**config.mk**
```make
export PLATFORM = sky130hd
export DESIGN_NAME = uart_tx_frame
export DESIGN_NICKNAME = d
export VERILOG_FILES = /design/src/rtl/uart_tx_frame.sv
export SDC_FILE = /design/constraint.sdc
export NUM_CORES = 1
export LEC_CHECK = 0
export CAP_MARGIN = 20
export CELL_PAD_IN_SITES_DETAIL_PLACEMENT = 1
export CELL_PAD_IN_SITES_GLOBAL_PLACEMENT = 2
export CORE_AREA = 2 2 63 65
export DETAILED_ROUTE_END_ITERATION = 10
export DIE_AREA = 0 0 65 67
export PLACE_DENSITY = 0.8
export SYNTH_ARGS = -nofsm -noshare
export SYNTH_HDL_FRONTEND = slang
export SYNTH_SLANG_ARGS = --single-unit
```
**constraint.sdc**
```tcl
create_clock -name clk -period 2.1 [get_ports clk]
set_input_delay 0.42 -clock clk [delete_from_list [all_inputs] [get_ports clk]]
set_output_delay 0.42 -clock clk [all_outputs]
set_load 0.01 [all_outputs]
```
**src/rtl/uart_tx_frame.sv**
```systemverilog
// -----------------------------------------------------------------------------
// uart_tx_frame
//
// Parametrised UART transmitter. Accepts a parallel word over a valid/ready
// handshake and serialises it as:
//   start bit (0), DATA_W data bits LSB first, optional parity bit,
//   STOP_BITS stop bits (1).
// Every serial bit lasts exactly BAUD_DIV clock cycles. A new word can be
// accepted in the final cycle of the last stop bit, so back-to-back frames
// run with no idle gap and busy stays high between them.
//
// Parameters:
//   DATA_W     data bits per frame (5..9)
//   STOP_BITS  stop bits per frame (1 or 2)
//   BAUD_DIV   clk cycles per serial bit (>= 2)
//   CNT_W      baud counter width; derived from BAUD_DIV, leave at default
//
// Ports:
//   clk         system clock, rising edge
//   ARSTn       asynchronous active-low reset
//   tx_data     parallel word to transmit
//   data_valid  tx_data / par_en / par_odd are valid
//   in_ready    a word offered this cycle will be accepted
//   par_en      append a parity bit to this frame
//   par_odd     parity type when par_en=1 (0 = even, 1 = odd)
//   tx_out      registered serial line, idle high
//   busy        a frame is in progress
//   frame_done  one-cycle pulse during the final cycle of the last stop bit
// -----------------------------------------------------------------------------
module uart_tx_frame #(
    parameter int DATA_W    = 8,
    parameter int STOP_BITS = 1,
    parameter int BAUD_DIV  = 16,
    parameter int CNT_W     = $clog2(BAUD_DIV)
) (
    input  logic              clk,
    input  logic              ARSTn,
    input  logic [DATA_W-1:0] tx_data,
    input  logic              data_valid,
    output logic              in_ready,
    input  logic              par_en,
    input  logic              par_odd,
    output logic              tx_out,
    output logic              busy,
    output logic              frame_done
);

    localparam int IDX_W = $clog2(DATA_W);

    typedef enum logic [2:0] {
        ST_IDLE   = 3'd0,
        ST_START  = 3'd1,
        ST_DATA   = 3'd2,
        ST_PARITY = 3'd3,
        ST_STOP   = 3'd4
    } state_e;

    state_e            state_q,    state_d;
    logic [CNT_W-1:0]  baud_cnt_q, baud_cnt_d;
    logic [IDX_W-1:0]  bit_idx_q,  bit_idx_d;
    logic              stop_idx_q, stop_idx_d;
    logic [DATA_W-1:0] shift_q,    shift_d;
    logic              par_en_q,   par_en_d;
    logic              par_bit_q,  par_bit_d;
    logic              tx_out_q,   tx_out_d;

    logic bit_end;
    logic last_data;
    logic last_stop;
    logic last_stop_end;
    logic accept;

    // -------------------------------------------------------------------------
    // Bit-boundary decode, taken straight from the registered state so the
    // handshake and frame_done never depend on the incoming data_valid.
    // -------------------------------------------------------------------------
    assign bit_end       = (baud_cnt_q == CNT_W'(BAUD_DIV - 1));
    assign last_data     = (bit_idx_q == IDX_W'(DATA_W - 1));
    assign last_stop     = (stop_idx_q == 1'(STOP_BITS - 1));
    assign last_stop_end = (state_q == ST_STOP) && last_stop && bit_end;

    // Ready in IDLE, and also in the very last cycle of a frame so the next
    // start bit can follow the stop bit with zero idle cycles.
    assign in_ready   = (state_q == ST_IDLE) || last_stop_end;
    assign accept     = data_valid && in_ready;
    assign frame_done = last_stop_end;

    // Only legal active states report busy; an illegal encoding looks idle
    // for the single cycle it takes to recover.
    assign busy = (state_q inside {ST_START, ST_DATA, ST_PARITY, ST_STOP});

    assign tx_out = tx_out_q;

    // -------------------------------------------------------------------------
    // Next-state logic
    // -------------------------------------------------------------------------
    always_comb begin
        // NOTE: every signal gets a default before any branch; without it a
        // path that leaves a signal unassigned would infer a latch.
        state_d    = state_q;
        baud_cnt_d = baud_cnt_q;
        bit_idx_d  = bit_idx_q;
        stop_idx_d = stop_idx_q;
        shift_d    = shift_q;
        par_en_d   = par_en_q;
        par_bit_d  = par_bit_q;

        // Free-running bit timer in every active state, wrapping each bit.
        if (state_q != ST_IDLE) begin
            baud_cnt_d = bit_end ? '0 : baud_cnt_q + 1'b1;
        end

        case (state_q)
            ST_IDLE: begin
                // Leaves only through acceptance below.
            end

            ST_START: begin
                if (bit_end) begin
                    state_d   = ST_DATA;
                    bit_idx_d = '0;
                end
            end

            ST_DATA: begin
                if (bit_end) begin
                    shift_d = shift_q >> 1;
                    if (last_data) begin
                        state_d    = par_en_q ? ST_PARITY : ST_STOP;
                        stop_idx_d = 1'b0;
                    end else begin
                        bit_idx_d = bit_idx_q + 1'b1;
                    end
                end
            end

            ST_PARITY: begin
                if (bit_end) begin
                    state_d    = ST_STOP;
                    stop_idx_d = 1'b0;
                end
            end

            ST_STOP: begin
                if (bit_end) begin
                    if (!last_stop) begin
                        stop_idx_d = 1'b1;
                    end else begin
                        state_d = ST_IDLE;
                    end
                end
            end

            default: begin
                // Illegal encoding: drop back to a clean idle.
                state_d    = ST_IDLE;
                baud_cnt_d = '0;
                bit_idx_d  = '0;
                stop_idx_d = 1'b0;
            end
        endcase

        // Acceptance from IDLE or from the final stop-bit cycle. The word and
        // its parity are captured here so later input changes cannot disturb
        // the frame in flight. Parity is computed now because the shift
        // register no longer holds the full word by the time it is sent.
        if (accept) begin
            state_d    = ST_START;
            baud_cnt_d = '0;
            bit_idx_d  = '0;
            stop_idx_d = 1'b0;
            shift_d    = tx_data;
            par_en_d   = par_en;
            par_bit_d  = (^tx_data) ^ par_odd;
        end
    end

    // The line level is computed from the state being entered so the
    // registered pin lines up with that state: the start bit appears the
    // cycle after acceptance and the pin only moves on bit boundaries.
    always_comb begin
        tx_out_d = 1'b1;
        case (state_d)
            ST_START:  tx_out_d = 1'b0;
            ST_DATA:   tx_out_d = shift_d[0];
            ST_PARITY: tx_out_d = par_bit_d;
            default:   tx_out_d = 1'b1;
        endcase
    end

    // -------------------------------------------------------------------------
    // State registers
    // -------------------------------------------------------------------------
    // NOTE: sequential state uses non-blocking assignment so every flop
    // samples its pre-edge inputs regardless of statement order.
    always_ff @(posedge clk or negedge ARSTn) begin
        if (!ARSTn) begin
            state_q    <= ST_IDLE;
            baud_cnt_q <= '0;
            bit_idx_q  <= '0;
            stop_idx_q <= 1'b0;
            shift_q    <= '0;
            par_en_q   <= 1'b0;
            par_bit_q  <= 1'b0;
            tx_out_q   <= 1'b1;
        end else begin
            state_q    <= state_d;
            baud_cnt_q <= baud_cnt_d;
            bit_idx_q  <= bit_idx_d;
            stop_idx_q <= stop_idx_d;
            shift_q    <= shift_d;
            par_en_q   <= par_en_d;
            par_bit_q  <= par_bit_d;
            tx_out_q   <= tx_out_d;
        end
    end

endmodule
```
* After elaboration in Yosys (flattened, before gate mapping) *
Cells that the tools add are included.

cells by class
  add/subtract/negate cells = 2
  multiply operators = 0
  divide/modulo/power cells = 0
  magnitude comparators = 0
  equal/unequal tests = 18
  shift-type cells = 0
  muxes and demuxes = 30
  bitwise gates (word level) = 2
  reductions and logical operators = 16

operator list
  kind                   number
  $mux W3                12
  $mux W8                3
  $ne A3 B3 Y1 const B   6
  $mux W4                4
  $pmux W3 S5            1
  $eq A3 B2 Y1 const B   4
  $pmux W3 S3            1
  $reduce_xor A8 Y1      1
  $mux W1                7
  $eq A3 B1 Y1 const B   2
  $eq A3 B3 Y1 const B   2
  $reduce_and A5 Y1      1
  $reduce_or A5 Y1       1
  $add A4 B1 Y4 const B  1
  $eq A4 B4 Y1 const B   1
  $ne A2 B1 Y1 const B   2
  $pmux W1 S4            1
  $reduce_and A4 Y1      1
  $reduce_bool A2 Y1     2
  $reduce_bool A4 Y1     1
  $add A3 B1 Y3 const B  1
  $logic_and A1 B1 Y1    3
  $logic_not A3 Y1       1
  $ne A3 B1 Y1 const B   1
  8 further kinds        8

word-level totals
  bits in registers = 22
  latch bits = 0
  RAM bits = 0
  bits in read-only memories = 0
  bits of input ports = 13
  word-level logic and storage cells = 77
  memories kept = 0

* Logic depth before layout (Yosys ltp) *
  depth after elaboration = 8
  mapped depth = 7
  depth with buffers taken out = 7

* Worst setup path before layout *
OpenSTA, ideal clock, no wires.

  path kind = register to register
  start point = register baud_cnt_q[0]
  end point = register tx_out_q, in the netlist tx_out
  data arrival time = 1575 ps
  required time = 2012 ps
  setup slack = 437 ps
  cell stages (with the launch flop) = 7
  cells stage by stage = dfrtp_1 > ha_1 > nand3_4 > nor3_4 > mux2i_1 > nor3b_1 > o32ai_1

on the way
  longest elaborated chain between the ends = 7

RTL lines
  what                                                                 line  RTL
  start, declared                                                      59    logic [CNT_W-1:0] baud_cnt_q, baud_cnt_d;
  start signal, assigned                                               208   baud_cnt_q <= baud_cnt_d;
  $eq A4 B4 Y1 (*)                                                     77    assign bit_end = (baud_cnt_q == CNT_W'(BAUD_DIV - 1));
  parallel branches: the longest is 5 deep, another holds $pmux W3 S5  --
  $pmux W1 S3 (*)                                                      183   case (state_d)
  via tx_out_d                                                         65    logic tx_out_q, tx_out_d;
  end signal, assigned                                                 214   tx_out_q <= tx_out_d;
  end, declared                                                        65

Mark *: on every way through the listed nets, which the timed path passes. The select of a mux whose other input is x is not followed.
A chain may end at the register's enable or synchronous reset.

* Final worst setup path *
  start point = register state_q[1]
  end point = output port in_ready

on the way
  longest elaborated chain between the ends = 4

RTL lines
  what                               line  RTL
  start, declared                    58    state_e state_q, state_d;
  start signal, assigned             207   state_q <= state_d;
  $eq A3 B3 Y1                       80    assign last_stop_end = (state_q == ST_STOP) && last_stop && bit_end;
  $logic_and A1 B1 Y1 (2 in series)  80
  $logic_or A1 B1 Y1 (*)             84    assign in_ready = (state_q == ST_IDLE) || last_stop_end;
  end, declared                      40    output logic in_ready,

Every way passes the cells marked *; elsewhere a longest branch is shown, timed or not.

==> results_tabular.tex <==
\begin{tabular}{lr}
\hline
Metric & Value \\
\hline
\multicolumn{2}{l}{\textbf{Outcome}} \\
Run status & finished, final reports clean \\
\multicolumn{2}{l}{\textbf{STA}} \\
Count of final max-slew check failures & 0 \\
Max Fclk & 493 MHz \\
Count of endpoints failing setup in the final report & 0 \\
Max-slew headroom & $\sim$71\% \\
Total Negative Setup Slacks & 0 ns \\
Min cycle time layout & $\sim$2 ns \\
Portion of the clock cycle consumed by the worst path in the final layout & a little over nine tenths \\
Setup Skew & 0.00442 ns \\
Final hold violations & 0 \\
RSZ-0062 raised after global routing & no \\
Tightest Pin Transition & between 0.4 and 0.5 ns \\
\multicolumn{2}{l}{\textbf{Worst setup path}} \\
Master of the slowest instance on the critical path & sky130\_fd\_sc\_hd\_\_dfrtp\_2 \\
Largest stage delay on the critical path & between 0.4 and 0.5 ns \\
WS Path Type & register to output pin \\
Buffering stage count on the worst path with inverters included & 2 \\
Worst path cell trace & buf\_4, or2\_2, a21oi\_2, dlygate4sd2\_1 \\
CP required & between 1.5 and 2 ns \\
Critical path launch point type & register \\
Cell depth of the worst setup path & 4 \\
CP top delay family & buffers and inverters \\
Data arrival time of the worst path & about 1.6 ns \\
Critical Path End Type & output pin \\
Register-to-Register Path Depth & 5 \\
Largest fanout on the critical path & 5 \\
\multicolumn{2}{l}{\textbf{Drt}} \\
Routed WL per cell & 13.7 um \\
Detail-routed via count per cell & between 4 and 5 \\
Total detailed-routing wirelength & 2.68 mm \\
Detail Route Antenna Nets & 0 \\
Post-route DRC & 0 \\
Total via count after detailed routing & 974 \\
Number of DRC markers after the initial detailed-route iteration & 18 \\
DR pass1 iterations & 2 \\
\multicolumn{2}{l}{\textbf{Logic synthesis}} \\
Leading cell types by total area after synthesis & sky130\_fd\_sc\_hd\_\_dfrtp\_1, sky130\_fd\_sc\_hd\_\_nand2\_1, sky130\_fd\_sc\_hd\_\_xnor2\_1 \\
Synthesized Nets & 138 \\
Average instance area after synthesis & 9.43 um2 \\
Number of unique standard cell types used by synthesis & 30 \\
Ys Warns & 0 \\
Library cell with the largest summed area after synthesis & sky130\_fd\_sc\_hd\_\_dfrtp\_1 \\
Number of synthesized register bits & 21 \\
Top-area cell type share of the netlist area & 43.5\% \\
Cells after synthesis & about 120 \\
Post-synthesis instance area & 1150 um2 \\
Portion of the post-synthesis area used by sequential elements & 45.8\% \\
Number of flops mapped to enable cells by yosys & 0 \\
Most frequently used flop master after synthesis & sky130\_fd\_sc\_hd\_\_dfrtp\_1 \\
Synth async-reset ratio & 100\% \\
\multicolumn{2}{l}{\textbf{Floorplanning}} \\
Effective utilization at floorplan & a little under a third \\
Number of standard-cell rows in the floorplan & 22 \\
Full die area & 4360 um2 \\
Y dimension of the die & 67 um \\
Placeable core region & 3610 um2 \\
Horizontal die dimension & 65 um \\
I/O pins & 17 \\
\multicolumn{2}{l}{\textbf{Cells and area}} \\
Count of filler cells inserted in the layout & 434 \\
Final core utilization & 41.8\% \\
Share of final-layout standard cells stronger than drive strength 1 & between 10\% and 20\% \\
Final Net Count & 165 \\
Ant. Diodes & 0 \\
Non-Filler Cell Area, Final & 1510 um2 \\
Layout overhead on the synthesized area & 31.0\% \\
\multicolumn{2}{l}{\textbf{Pwr}} \\
Worst-case vdd ir drop & 0.224 mV \\
Cell leakage power & 0.654 nW \\
Pwr dens & a little over 500 nW/um2 \\
\multicolumn{2}{l}{\textbf{Clocking}} \\
Insertion delay to the later sink of the worst-skew pair & around 0.26 ns \\
Sinks on Clock Net & 21 \\
Number of buffers inserted for hold repair after clock tree synthesis & 0 \\
Post-CTS clock slew at the launch and capture registers of the worst setup and hold paths & 0.08 ns \\
Clock H-tree levels & 1 \\
Number of clock buffers inserted by TritonCTS & 3 \\
Maximum clock insertion buffer count & 2 \\
Clock tree from TritonCTS & built \\
Root Driver & sky130\_fd\_sc\_hd\_\_clkbuf\_8 \\
\multicolumn{2}{l}{\textbf{Placement}} \\
Port bufs & 16 \\
Post-detailed-placement cell area & 1400 um2 \\
Last weighted congestion value of the routability-driven placer & between 0.8 and 0.9 \\
Detailed Place HPWL & 2.03 mm \\
\multicolumn{2}{l}{\textbf{Worst hold path}} \\
Classification of the worst-slack hold path & register to register \\
Min-Delay Path Depth & 2 \\
\multicolumn{2}{l}{\textbf{Job}} \\
Max-capacitance violation count & 0 \\
\multicolumn{2}{l}{\textbf{Global route}} \\
Number of antenna violations at the first check in global routing & 0 \\
Overflow after GRT & 0 \\
Vias in the first global route & 1026 \\
Largest net degree at the start of global routing & 22 \\
All-layer global routing usage & between 10\% and 20\% \\
Wire length of the first global-routing pass & 4.51 mm \\
\hline
\end{tabular}
## flip-flops by register name, summed over array words and instances (netlist names)
name        flops
state_q         3
par_bit_q       1
baud_cnt_q      4
shift_q         8
par_en_q        1
bit_idx_q       3
tx_out          1
## stage by stage
stage / power, mW / std cells / hold WS, ns / setup slack [ns]
6_report: 0.761 / 196 / 0.477 / 0.0699
5_1_grt: 0.797 / 196 / 0.504 / 0.0262
4_1_cts: 0.780 / 194 / 0.483 / -0.0117
3_5_place_dp: 0.504 / 189 / 0.463 / 0.0865
3_3_place_gp: 0.503 / 189 / 0.461 / 0.131
2_1_floorplan: 0.459 / 122 / 0.124 / 0.437
## worst min-delay path: stages (launching register included)
cell and delay [ns]:
sky130_fd_sc_hd__dfrtp_1 0.35, sky130_fd_sc_hd__nand2_1 0.05, sky130_fd_sc_hd__nand2_1 0.05
## power by group
part | leakage (nW) | switching, mW | internal, mW
registers | 0.263 | 0.00433 | 0.413
clock network | 0.0228 | 0.131 | 0.135
logic | 0.368 | 0.0326 | 0.0444
## area by class of cell
cell class	count	area [um2]	share of cell area [%]
timing repair buffer	26	236	15.7
clock buffer	4	45.0	2.99
sequential	21	529	35.1
tap	48	60.1	3.99
multi-input combinational	93	621	41.2
inverter	4	15.0	0.997
## cell usage after synthesis (2+ instances only)
cell type / n
sky130_fd_sc_hd__nand2_1: 24
sky130_fd_sc_hd__a21oi_1: 3
sky130_fd_sc_hd__a22oi_1: 8
sky130_fd_sc_hd__xor2_1: 2
sky130_fd_sc_hd__mux2i_1: 2
sky130_fd_sc_hd__buf_2: 3
sky130_fd_sc_hd__nor3_1: 3
sky130_fd_sc_hd__ha_1: 3
sky130_fd_sc_hd__nand2b_1: 2
sky130_fd_sc_hd__a32o_1: 2
sky130_fd_sc_hd__o32ai_1: 2
sky130_fd_sc_hd__nor2_1: 9
sky130_fd_sc_hd__xnor2_1: 9
sky130_fd_sc_hd__o21ai_0: 7
sky130_fd_sc_hd__dfrtp_1: 20
sky130_fd_sc_hd__nand3_1: 4
sky130_fd_sc_hd__inv_1: 4
sky130_fd_sc_hd__o22ai_1: 2
sky130_fd_sc_hd__a22o_1: 2
## layout by cell type (no fill, tap or decap), types with 3 or more instances in the layout
master                            instances
sky130_fd_sc_hd__inv_1                    4
sky130_fd_sc_hd__nand3_1                  4
sky130_fd_sc_hd__dfrtp_1                 18
sky130_fd_sc_hd__clkbuf_8                 3
sky130_fd_sc_hd__o21ai_0                  7
sky130_fd_sc_hd__nor2_1                   8
sky130_fd_sc_hd__nand2_1                 24
sky130_fd_sc_hd__nor3_1                   3
sky130_fd_sc_hd__clkdlybuf4s50_1         14
sky130_fd_sc_hd__a22oi_1                  8
sky130_fd_sc_hd__buf_4                   10
sky130_fd_sc_hd__xnor2_1                  8
## layer usage
layer / vias to the layer above / wire [um] / GRT usage (%)
li1: 480 / - / -
met2: 13 / 1390 / 26.2
met4: 0 / 57 / 6.91
met1: 476 / 1170 / 14.5
met3: 5 / 67 / 2.20
met5: - / 0 / 0
## timing repair
action                                  4_1_cts  5_1_grt
setup buffers                                 1        2
resized for setup                             5        5
pin swaps                                     0        0
endpoints found under the setup margin        3        2
## logic make-up (layout without fill, tap and decap cells)
logic type	after synthesis	in the layout	synth area share (%)
AND/OR/NAND/NOR	48	48	20.1
XOR/XNOR	11	11	8.38
multiplexers	2	2	1.74
adder cells (fa/ha/maj)	3	3	3.26
AO/OA/AOI/OAI	29	29	17.7
buffers and inverters	8	34	2.94
flip-flops	21	21	45.8
## path summary, 6_finish.rpt
path | from | end | slack, ns
worst max-delay path | state_q[1] | in_ready | 0.07
worst min-delay path | shift_q[3] | shift_q[3] | 0.48
worst max register to register | state_q[1] | bit_idx_q[0] | 0.32
worst min register to register | shift_q[3] | shift_q[3] | 0.48
max in group asynchronous | ARSTn | tx_out | 1.31
min in group asynchronous | ARSTn | baud_cnt_q[2] | 0.51
Note: power is estimated with default switching activity, not from simulation.
